$ cat src/rtl/aca_csu_vl_ctrl.sv
// aca_csu_vl_ctrl: variable-latency controller around an ACA-CSU approximate adder.
// A transaction is added speculatively (block carry guessed from the previous
// block only). Blocks with a wrong guess are flagged. In exact mode, they are then
// repaired one per cycle, lowest block first, using the true carry-in.
module aca_csu_vl_ctrl #(
   parameter int WIDTH = 32,
   parameter int BLK   = 4,
   parameter int CNT_W = 16
) (
   input  logic                           clk,
   input  logic                           rst_n,
   input  logic                           in_valid,
   output logic                           in_ready,
   input  logic [WIDTH-1:0]               a,
   input  logic [WIDTH-1:0]               b,
   input  logic                           mode_exact,
   output logic                           out_valid,
   input  logic                           out_ready,
   output logic [WIDTH:0]                 sum,
   output logic                           err_flag,
   output logic [$clog2(WIDTH/BLK)-1:0]   err_nblk,
   output logic [CNT_W-1:0]               err_cnt,
   input  logic                           cnt_clr
);

   localparam int NBLK = WIDTH / BLK;
   localparam int NW   = $clog2(NBLK);

   typedef enum logic [1:0] {S_IDLE, S_SPEC, S_CORR, S_DONE} state_t;

   state_t             state_q;
   logic [WIDTH-1:0]   a_q, b_q;
   logic               mode_q;
   logic [WIDTH:0]     sum_q;
   logic [NBLK-1:0]    mask_q;
   logic               err_flag_q;
   logic [NW-1:0]      err_nblk_q;
   logic               in_ready_q, out_valid_q;
   logic [CNT_W-1:0]   err_cnt_q, err_cnt_d;

   logic [NBLK-1:0]    gen, prop, cin_spec, cin_exact, mask_spec;
   logic               cout_spec, cout_exact;
   logic [WIDTH:0]     sum_spec;
   logic [WIDTH:0]     corr_sum;
   logic [NBLK-1:0]    corr_mask;
   logic               corr_found;

   // Number of blocks whose speculated carry-in was wrong.
   function automatic logic [NW-1:0] popcount(input logic [NBLK-1:0] m);
      logic [NW-1:0] c;
      c = '0;
      for (int i = 0; i < NBLK; i++) c = c + NW'(m[i]);
      return c;
   endfunction

   // Block generate/propagate, speculative and exact carries, speculative sum.
   always_comb begin
      gen       = '0;
      prop      = '0;
      cin_spec  = '0;
      cin_exact = '0;
      sum_spec  = '0;
      for (int k = 0; k < NBLK; k++) begin
         // Carry out of a+b (cin=0) exists exactly when a > ~b.
         gen[k]  = a_q[BLK*k +: BLK] > ~b_q[BLK*k +: BLK];
         prop[k] = &(a_q[BLK*k +: BLK] ^ b_q[BLK*k +: BLK]);
      end
      cin_spec[1]  = gen[0];
      cin_exact[1] = gen[0];
      for (int k = 2; k < NBLK; k++) begin
         // A fully propagating neighbour forwards the generate of the bit just below it.
         cin_spec[k]  = prop[k-1] ? (a_q[BLK*(k-1)-1] & b_q[BLK*(k-1)-1]) : gen[k-1];
         cin_exact[k] = gen[k-1] | (prop[k-1] & cin_exact[k-1]);
      end
      for (int k = 0; k < NBLK; k++) begin
         sum_spec[BLK*k +: BLK] = a_q[BLK*k +: BLK] + b_q[BLK*k +: BLK]
                                  + {{(BLK-1){1'b0}}, cin_spec[k]};
      end
      cout_spec      = gen[NBLK-1] | (prop[NBLK-1] & cin_spec[NBLK-1]);
      cout_exact     = gen[NBLK-1] | (prop[NBLK-1] & cin_exact[NBLK-1]);
      sum_spec[WIDTH] = cout_spec;
      mask_spec      = cin_spec ^ cin_exact;
   end

   // Repair of the lowest still-wrong block with its true carry-in.
   always_comb begin
      corr_sum   = sum_q;
      corr_mask  = mask_q;
      corr_found = 1'b0;
      for (int k = 1; k < NBLK; k++) begin
         if (!corr_found && mask_q[k]) begin
            corr_found = 1'b1;
            corr_mask[k] = 1'b0;
            corr_sum[BLK*k +: BLK] = a_q[BLK*k +: BLK] + b_q[BLK*k +: BLK]
                                     + {{(BLK-1){1'b0}}, cin_exact[k]};
            if (k == NBLK-1) corr_sum[WIDTH] = cout_exact;
         end
      end
   end

   // Transaction FSM with registered handshake outputs.
   always_ff @(posedge clk or negedge rst_n) begin
      if (!rst_n) begin
         state_q     <= S_IDLE;
         a_q         <= '0;
         b_q         <= '0;
         mode_q      <= 1'b0;
         sum_q       <= '0;
         mask_q      <= '0;
         err_flag_q  <= 1'b0;
         err_nblk_q  <= '0;
         in_ready_q  <= 1'b1;
         out_valid_q <= 1'b0;
      end else begin
         case (state_q)
            S_IDLE: begin
               if (in_valid) begin
                  a_q        <= a;
                  b_q        <= b;
                  mode_q     <= mode_exact;
                  in_ready_q <= 1'b0;
                  state_q    <= S_SPEC;
               end
            end
            S_SPEC: begin
               sum_q      <= sum_spec;
               mask_q     <= mask_spec;
               err_flag_q <= |mask_spec;
               err_nblk_q <= popcount(mask_spec);
               if (mask_spec == '0 || !mode_q) begin
                  out_valid_q <= 1'b1;
                  state_q     <= S_DONE;
               end else begin
                  state_q <= S_CORR;
               end
            end
            S_CORR: begin
               sum_q  <= corr_sum;
               mask_q <= corr_mask;
               if (corr_mask == '0) begin
                  out_valid_q <= 1'b1;
                  state_q     <= S_DONE;
               end
            end
            S_DONE: begin
               if (out_ready) begin
                  out_valid_q <= 1'b0;
                  in_ready_q  <= 1'b1;
                  state_q     <= S_IDLE;
               end
            end
            default: state_q <= S_IDLE;
         endcase
      end
   end

   // Saturating count of erroneous transactions; clear wins over increment.
   always_comb begin
      err_cnt_d = err_cnt_q;
      if (cnt_clr)
         err_cnt_d = '0;
      else if (state_q == S_SPEC && (|mask_spec) && err_cnt_q != '1)
         err_cnt_d = err_cnt_q + 1'b1;
   end

   // Error counter register.
   always_ff @(posedge clk or negedge rst_n) begin
      if (!rst_n) err_cnt_q <= '0;
      else        err_cnt_q <= err_cnt_d;
   end

   assign in_ready  = in_ready_q;
   assign out_valid = out_valid_q;
   assign sum       = sum_q;
   assign err_flag  = err_flag_q;
   assign err_nblk  = err_nblk_q;
   assign err_cnt   = err_cnt_q;

endmodule

$ cat config.mk
export PLATFORM = sky130hd
export DESIGN_NAME = aca_csu_vl_ctrl
export DESIGN_NICKNAME = d
export VERILOG_FILES = /design/src/rtl/aca_csu_vl_ctrl.sv
export SDC_FILE = /design/constraint.sdc
export NUM_CORES = 1
export LEC_CHECK = 0
export CAP_MARGIN = 40
export CORE_MARGIN = 3
export CORE_UTILIZATION = 50
export CTS_CLUSTER_DIAMETER = 120
export DETAILED_ROUTE_END_ITERATION = 8
export PLACE_DENSITY = 0.72
export SKIP_LAST_GASP = 1
export SYNTH_ARGS = -nofsm -noshare
export SYNTH_HDL_FRONTEND = slang
export SYNTH_SLANG_ARGS = --single-unit
$ cat constraint.sdc
create_clock -name clk -period 5.6 [get_ports clk]
set_input_delay 0.56 -clock clk [delete_from_list [all_inputs] [get_ports clk]]
set_output_delay 0.56 -clock clk [all_outputs]
set_load 0.05 [all_outputs]
==> results.toml, run 1 <==
[yosys]
synth-seq-cells = 128
netlist_top_cells_area = "dfrtp_1, mux2_2, ha_1"
syn-num-nets = 784
synth_area_per_cell_um2 = 11.4
synth_top_area_cell = "dfrtp_1"
synth_edf_count = 0
ys_seq_area_frac = 0.438
synth_area_um2 = 7320
async_flop_share = 1.00
synthFlopType = "dfrtp_1"
yosysWarnings = 0
yosysUniqueCellTypes = 62
syn-instance-count = 643
synth_top_area_share = 0.434

[timing]
rsz0062_at_grt = "false"
min_period_ns = 4.11
drv_slew = 0
final-hold-violation-count = 0
max_slew.worst_pin.slew_ns = 0.846
finalCritPeriodShare = 0.734
timing.fmax_mhz = 243
hold_ws_ns = 0.487
skew_ns = 0.00727
relSlewSlack = 0.434
setup_viol = 0
fin_tns_setup_ns = 0

[critical_path]
crit_path_end = "err_nblk[1]$_DFFE_PN0P_"
regToRegSetupSlack_ns = 1.49
reg2reg_from = "a_q[2]$_DFFE_PN0P_"
critical_path_class = "flop to flop"
cp_data_arrival_time_ns = 4.40
worst_r2r_endpoint = "err_nblk[1]$_DFFE_PN0P_"
cp-end-kind = "flop"
crit_fanout = 5
required_ns = 5.89
cp-startpoint = "a_q[2]$_DFFE_PN0P_"
setup.worst_path.start_class = "flop"
r2r_cells = 13

[job]
maxCapViolCount = 0

[power_and_ir_drop]
sw_frac_of_total = 0.420
p_sw_mw = 2.71
internal-power_mw = 3.75
pwr-share-seq = 0.254
combPwrFrac = 0.581
p_leak_nw = 4.12
ir_drop_v = 0.000408
p_per_area_nw_per_um2 = 694
p_clk_frac = 0.165

[floorplanning]
die_area_um2 = 16100
core-area_um2 = 14100
fp-row-count = 43
fp.dieH_um = 127
dieWidth_um = 127
initial_core_util = 0.519
io_pins = 125

[drt]
drc = 0
ant_nets = 0
via_per_inst = 5.48
drt_first_pass_iters = 4
wl_per_cell_um = 16.3
drt_wl_total_um = 15700
initialDrtViolationCount = 239
vias = 5265

[min_path]
hold_path.class = "flop to flop"

[grt]
grt_max_degree = 63
overflow = 0
antenna_found_initial = 0
grt_pass1_wl_um = 26900
grt_pass1_vias = 5546
grt_util_all_layers = 0.206

[final_layout]
final_cell_area_um2 = 9310
final_util = 0.660
nNetsFinal = 912
syn_to_final_growth_pct = 27.2
drive_gt1_frac = 0.183
antenna_cells = 0

[cts]
clockRootBuffer = "clkbuf_16"
clk-insertion-delay-late_ns = 0.41
path_clk_slew_ns = 0.05
clockBufferDepth = 2
numCtsBuffers = 17
cts_tree = "built"
ctsHtreeMaxLevel = 4
cts.sinks = 128
cts_resized = 0

[placed_design]
port_buffers = 124
dpl.hpwl_um = 11800
globalplace.congestion = 0.852
place_area_um2 = 8730

[status]
status = "completed"
==> layer usage <==
metal / global-route usage / wire length (µm)
met1: 0.258 / 6850
met2: 0.357 / 7970
met3: 0.0514 / 733
met4: 0.0549 / 146
met5: 0 / 0
==> cells in the mapped netlist (all sizes together), types with 13 or more instances <==
master,count
inv,41
a21o,13
dfrtp,127
mux2,98
ha,59
a21oi,38
nand2,29
xnor2,23
nand3,15
nor2,37
o21ai,34
==> repair_timing <==
action / in CTS / in global routing
setup buffers: 0 / 0
hold buffers: 1 / 0
hold endpoints to repair: 7 / 0
==> worst min-delay path by stage <==
stage / from / depth (start not counted) / slack [ns] / to
3_5_place_dp: rst_n / 1 / 0.41 / b_q[31]$_DFFE_PN0P_
2_1_floorplan: rst_n / 0 / 0.26 / a_q[0]$_DFFE_PN0P_
5_1_grt: sum[30]$_DFFE_PN0P_ / 2 / 0.50 / sum[30]$_DFFE_PN0P_
6_report: sum[26]$_DFFE_PN0P_ / 2 / 0.49 / sum[26]$_DFFE_PN0P_
3_3_place_gp: sum[30]$_DFFE_PN0P_ / 2 / 0.47 / sum[30]$_DFFE_PN0P_
4_1_cts: sum[30]$_DFFE_PN0P_ / 2 / 0.49 / sum[30]$_DFFE_PN0P_
==> worst max-delay path: stages, from the launching register on <==
cell and delay [ns]:
dfrtp_1 0.38, ha_1 0.39, and3b_1 0.23, a2111oi_4 0.39, o21ai_2 0.14, a31oi_4 0.21, mux2i_1 0.24, inv_1 0.10
fa_1 0.49, fa_1 0.49, inv_1 0.04, ha_1 0.18, fa_1 0.42, mux2_2 0.27
==> area by class of cell <==
class | count | area [µm²]
clock buffer | 23 | 488
clock inverter | 6 | 82.6
fill | 1099 | 4790
inverter | 41 | 154
multi-input combinational | 455 | 3860
sequential | 128 | 3200
tap | 180 | 225
timing repair buffer | 128 | 1290
==> cell families (layout without fill, tap and decap cells) <==
| group | after synthesis | after routing | share of synthesized area |
|---|---|---|---|
| adder cells (fa/ha/maj) | 72 | 72 | 0.135 |
| XOR/XNOR | 31 | 31 | 0.0371 |
| buffers and inverters | 60 | 198 | 0.0344 |
| flip-flops | 128 | 128 | 0.438 |
| AND/OR/NAND/NOR | 132 | 132 | 0.0908 |
| multiplexers | 102 | 102 | 0.157 |
| AO/OA/AOI/OAI | 118 | 118 | 0.107 |
==> state kept, by name, indices dropped and copies added, names as in the netlist <==
name / count
err_cnt: 16
in_ready: 1
mode_q: 1
sum: 33
err_nblk: 3
out_valid: 1
mask_q: 6
err_flag: 1
b_q: 32
state_q: 2
a_q: 32
==> cell usage in the layout, fill, tap and decap left out, types with 23 or more instances in the layout <==
master / n
o21ai_0: 31
xnor2_1: 23
ha_1: 59
a21oi_1: 36
nor2_1: 37
nand2_1: 28
mux2_2: 95
inv_1: 41
dfrtp_1: 127
clkdlybuf4s50_1: 123
==> power by group through the flow <==
stage / Clock (mW) / Combinational [mW] / Sequential [mW]
floorplan: 0 / 2.47 / 1.99
global placement: 0 / 3.64 / 1.63
detailed placement: 0 / 3.76 / 1.66
CTS: 1.09 / 3.80 / 1.65
global route: 1.14 / 4.17 / 1.70
finish: 1.07 / 3.76 / 1.64
==> per-stage QoR <==
step | std cells | setup slack, ns | total power [mW]
2_1_floorplan | 643 | 1.72 | 4.46
3_3_place_gp | 930 | 1.56 | 5.27
3_5_place_dp | 931 | 1.46 | 5.42
4_1_cts | 961 | 1.45 | 6.53
5_1_grt | 961 | 1.27 | 7.00
6_report | 961 | 1.49 | 6.46
Power figures use the tool's default switching activity.
==> inputs of run 2 (changes only) <==
- clock period: 5.6 -> 4.23 ns (I/O delays scaled with it)
==> results.toml, run 2 (synthesized netlist as in run 1, its figures left out) <==
[status]
status = "completed"

[critical_path]
crit_top_cell = "fa_1"
reg2reg_from = "a_q[2]$_DFFE_PN0P_"
cp_slowest_cell = "fa_1"
required_ns = 4.52
cp_cell_sequence = "ha_1 > and3b_1 > a2111oi_4 > o21ai_2 > a31oi_4 > mux2i_1 > inv_1 > fa_1 > fa_1 > inv_1 > ha_1 > fa_1 > mux2_2"
cp-end-kind = "flop"
critical_path_class = "flop to flop"
cp_data_arrival_time_ns = 4.33
critPathMaxStageDelay_ns = 0.50
cp-startpoint = "a_q[2]$_DFFE_PN0P_"
crit_fanout = 5
setup.worst_path.start_class = "flop"

[cts]
numCtsBuffers = 17
clk-insertion-delay-late_ns = 0.42
cts_tree = "built"
cts_hold_buf = 0
ctsHtreeMaxLevel = 4
path_clk_slew_ns = 0.05
cts.sinks = 128
clockBufferDepth = 2
clockRootBuffer = "clkbuf_16"

[final_layout]
drive_gt1_frac = 0.185
mostFrequentLayoutCell = "dfrtp_1"
nNetsFinal = 911
seq_area_um2 = 3200
largest_reg_flops = 33
fill_cells = 1148
antenna_cells = 0
syn_to_final_growth_pct = 27.2
multiInputGateArea_um2 = 3860
layout_common_cells = "dfrtp_1, clkdlybuf4s50_1, mux2_2, ha_1, inv_1"

[grt]
grt_pass1_vias = 5510
grt_pass1_wl_um = 26400
overflow = 0
antenna_found_initial = 0
grt_util_all_layers = 0.202
grt_max_degree = 129

[placed_design]
port_buffers = 124
dpl.hpwl_um = 11400
globalplace.congestion = 0.841

[power_and_ir_drop]
p_per_area_nw_per_um2 = 923
p_leak_nw = 4.12
ir_drop_v = 0.000497
power.total_mw = 8.59

[timing]
hold_ws_ns = 0.0698
setup_viol = 0
relSlewSlack = 0.434
finalCritPeriodShare = 0.955
max_slew.worst_pin.slew_ns = 0.847
final-hold-violation-count = 0
min_period_ns = 4.04
rsz0062_at_grt = "false"
fin_tns_setup_ns = 0
skew_ns = 0.0115
drv_slew = 0
timing.fmax_mhz = 248

[floorplanning]
dieWidth_um = 127
die_area_um2 = 16100
fp.dieH_um = 127
initial_core_util = 0.519
fp-row-count = 43
io_pins = 125
core-area_um2 = 14100

[drt]
via_per_inst = 5.45
wl_per_cell_um = 16.1
drt_first_pass_iters = 4
vias = 5248
drt_wl_total_um = 15500
initialDrtViolationCount = 222
drc = 0
ant_nets = 0

[job]
maxCapViolCount = 0

[min_path]
hold_path.class = "input port to async pin"
## run 2: cell types whose count changed in the layout (fill, tap and decap cells not counted), sizes merged
| cell | change |
|---|---|
| clkinv | +3 |
| clkbuf | -2 |
| bufinv | +1 |
| clkinvlp | +1 |
| dlygate4sd3 | -1 |
## run 2: final cells by class
type                       instances  area share
multi-input combinational        455       0.415
sequential                       128       0.344
timing repair buffer             127       0.137
clock buffer                      21      0.0484
tap                              180      0.0242
inverter                          41      0.0165
clock inverter                    11      0.0149
## run 2: where the power goes
group          switching, mW  internal [mW]  leakage [nW]
logic                   2.69           2.27          2.27
registers              0.384           1.78          1.56
clock network          0.521          0.936         0.287
total                   3.60           4.99          4.12
## run 2: layer usage
metal | global-route usage | part of all wire | routed length, µm
met5 | 0 | 0 | 0
met4 | 0.0694 | 0.014 | 219
met1 | 0.253 | 0.43 | 6660
met2 | 0.341 | 0.51 | 7870
met3 | 0.0535 | 0.049 | 754
## run 2: path summary, 6_finish.rpt
check | cells after the start | endpoint | slack (ns)
setup / recovery | 13 | err_nblk[1]$_DFFE_PN0P_ | 0.19
hold / removal | 2 | a_q[31]$_DFFE_PN0P_ | 0.07
setup reg to reg | 13 | err_nblk[1]$_DFFE_PN0P_ | 0.19
hold reg to reg | 2 | sum[30]$_DFFE_PN0P_ | 0.49
max in group asynchronous | 2 | a_q[10]$_DFFE_PN0P_ | 3.58
min in group clk | 2 | sum[30]$_DFFE_PN0P_ | 0.49
## run 2: stage by stage
step           instances  utilization  instance area, µm²  worst slack [ns]
2_1_floorplan        643            -                7320             0.349
3_3_place_gp         931        0.619                8720             0.193
3_5_place_dp         931        0.619                8720             0.133
4_1_cts              963        0.660                9310             0.111
5_1_grt              963        0.660                9310           0.00435
6_report             963        0.660                9310             0.191
## run 2: worst max-delay path, delay by kind of cell (launching register included)
kind | cells | cell delay (ns)
flops | 1 | 0.38
fa+ha+maj | 5 | 1.99
compound gates | 3 | 0.66
mux | 2 | 0.51
simple gates | 1 | 0.23
buf+inv | 2 | 0.15
## run 2: what timing repair did
action,in CTS,in global routing
setup endpoints to repair,0,1
buffers inserted,0,0
resized for setup,0,1
==> inputs of run 3 (changes only) <==
- CTS_CLUSTER_SIZE: default -> 20
- RECOVER_POWER: default -> 25
==> results.toml, run 3 (synthesized netlist as in run 1, its figures left out) <==
[drt]
ant_nets = 0
drc = 0
initialDrtViolationCount = 220
drt_first_pass_iters = 4
wl_per_cell_um = 16.1
drt_wl_total_um = 15500
via_per_inst = 5.45
vias = 5253

[grt]
grt_pass1_vias = 5510
overflow = 0
grt_pass1_wl_um = 26400
grt.busiest_layer = "met2"
antenna_found_initial = 0
use_met2 = 0.341
grt_use_met1 = 0.253
grt_max_degree = 129
met3_usage = 0.0535
grt_util_all_layers = 0.202

[cts]
cts_hold_buf = 0
post-cts-setup-buffers = 0
ctsHtreeMaxLevel = 4
clockBufferDepth = 2
clk-insertion-delay-late_ns = 0.42
cts_resized = 0
path_clk_slew_ns = 0.05
clockRootBuffer = "clkbuf_16"
numCtsBuffers = 17
cts_tree = "built"
cts.sinks = 128

[critical_path]
cp-end-kind = "flop"
crit_fanout = 5
crit_top_cell = "fa_1"
required_ns = 4.52
r2r_cells = 13
cp_cell_sequence = "ha_1 > and3b_1 > a2111oi_4 > o21ai_2 > a31oi_4 > mux2i_1 > inv_1 > fa_1 > fa_1 > inv_1 > ha_1 > fa_1 > mux2_2"
cp_data_arrival_time_ns = 4.33
setup.worst_path.start_class = "flop"
critPathMaxStageDelay_ns = 0.50
critical_path_class = "flop to flop"
cp_slowest_cell = "fa_1"

[power_and_ir_drop]
combPwrFrac = 0.578
internal-power_mw = 4.99
pwr-share-seq = 0.252
p_sw_mw = 3.59
p_leak_nw = 4.11
p_per_area_nw_per_um2 = 924
power.total_mw = 8.58
ir_drop_v = 0.000498
sw_frac_of_total = 0.419
p_clk_frac = 0.170

[floorplanning]
dieWidth_um = 127
fp-row-count = 43
core-area_um2 = 14100
io_pins = 125
initial_core_util = 0.519
die_area_um2 = 16100
fp.dieH_um = 127

[timing]
fin_tns_setup_ns = 0
max_slew.worst_pin.slew_ns = 3.17
final-hold-violation-count = 0
skew_ns = 0.0119
setup_viol = 0
fin_ws_ns = 0.191
rsz0062_at_grt = "false"
relSlewSlack = -1.11
finalCritPeriodShare = 0.955
timing.fmax_mhz = 248
drv_slew = 129
min_period_ns = 4.04

[final_layout]
drive_gt1_frac = 0.185
nNetsFinal = 911
largest_reg_flops = 33
final_cells = 963
syn_to_final_growth_pct = 27.0
antenna_cells = 0
fill_cells = 1149
layout_common_cells = "dfrtp_1, clkdlybuf4s50_1, mux2_2, ha_1, inv_1"
mostFrequentLayoutCell = "dfrtp_1"

[min_path]
hold_depth = 2
hold_path.class = "flop to flop"

[status]
status = "finished with violations"
violations = "capacitance limit, slew limit"

[placed_design]
dp.cells = 931
globalplace.congestion = 0.841
post-place-ws_ns = 0.133
port_buffers = 124
dpl.hpwl_um = 11400

[job]
maxCapViolCount = 1
==> run 3: cell types whose count changed in the layout (fill, tap and decap cells not counted) <==
cell	delta
buf_12	-1
clkbuf_4	+1
clkbuf_2	+1
buf_4	-1
==> run 3: area by class of cell <==
class / instances / area (µm²) / area share
repair buffers: 127 / 1260 / 0.135
clock buffers: 21 / 450 / 0.0485
clock inverters: 11 / 139 / 0.0149
well taps: 180 / 225 / 0.0242
flip-flops and latches: 128 / 3200 / 0.345
inverters: 41 / 154 / 0.0166
multi-input cells: 455 / 3860 / 0.416
==> run 3: power by group through the flow <==
stage	logic [mW]	registers [mW]	clock network [mW]
final	4.96	2.16	1.46
after detailed placement	4.97	2.19	0
after global routing	5.51	2.25	1.55
after CTS	5.03	2.17	1.48
after global placement	4.83	2.15	0
after floorplan	3.27	2.64	0
==> run 3: layer usage <==
metal  vias up  share of wire
li1       2539              -
met1      2567           0.43
met2       128           0.50
met3        19          0.048
met4         0          0.016
met5         -              0
==> run 3: metrics by stage <==
stage | utilization | hold slack (ns) | cell area [µm²]
after floorplan | - | 0.127 | 7320
final | 0.659 | 0.494 | 9290
after global routing | 0.659 | 0.524 | 9290
after detailed placement | 0.619 | 0.485 | 8720
after global placement | 0.619 | 0.468 | 8720
after CTS | 0.660 | 0.145 | 9310
==> run 3: worst max-delay path, delay by kind of cell, from the launching register on <==
family                     cells  cell delay (ns)
adders and majority gates      5             1.99
AOI/OAI and AO/OA              3             0.66
muxes                          2             0.51
DFF                            1             0.38
and+or+nand+nor                1             0.23
buffers and inverters          2             0.15
==> run 3: path summary, 6_finish.rpt <==
path                                           from                 endpoint  slack [ns]
worst max-delay path             a_q[2]$_DFFE_PN0P_  err_nblk[1]$_DFFE_PN0P_        0.19
worst min register to register  sum[30]$_DFFE_PN0P_      sum[30]$_DFFE_PN0P_        0.49
max in group asynchronous                     rst_n      b_q[16]$_DFFE_PN0P_        1.23
min in group asynchronous                     rst_n      b_q[24]$_DFFE_PN0P_        1.16
worst max register to register   a_q[2]$_DFFE_PN0P_  err_nblk[1]$_DFFE_PN0P_        0.19
worst min-delay path            sum[30]$_DFFE_PN0P_      sum[30]$_DFFE_PN0P_        0.49
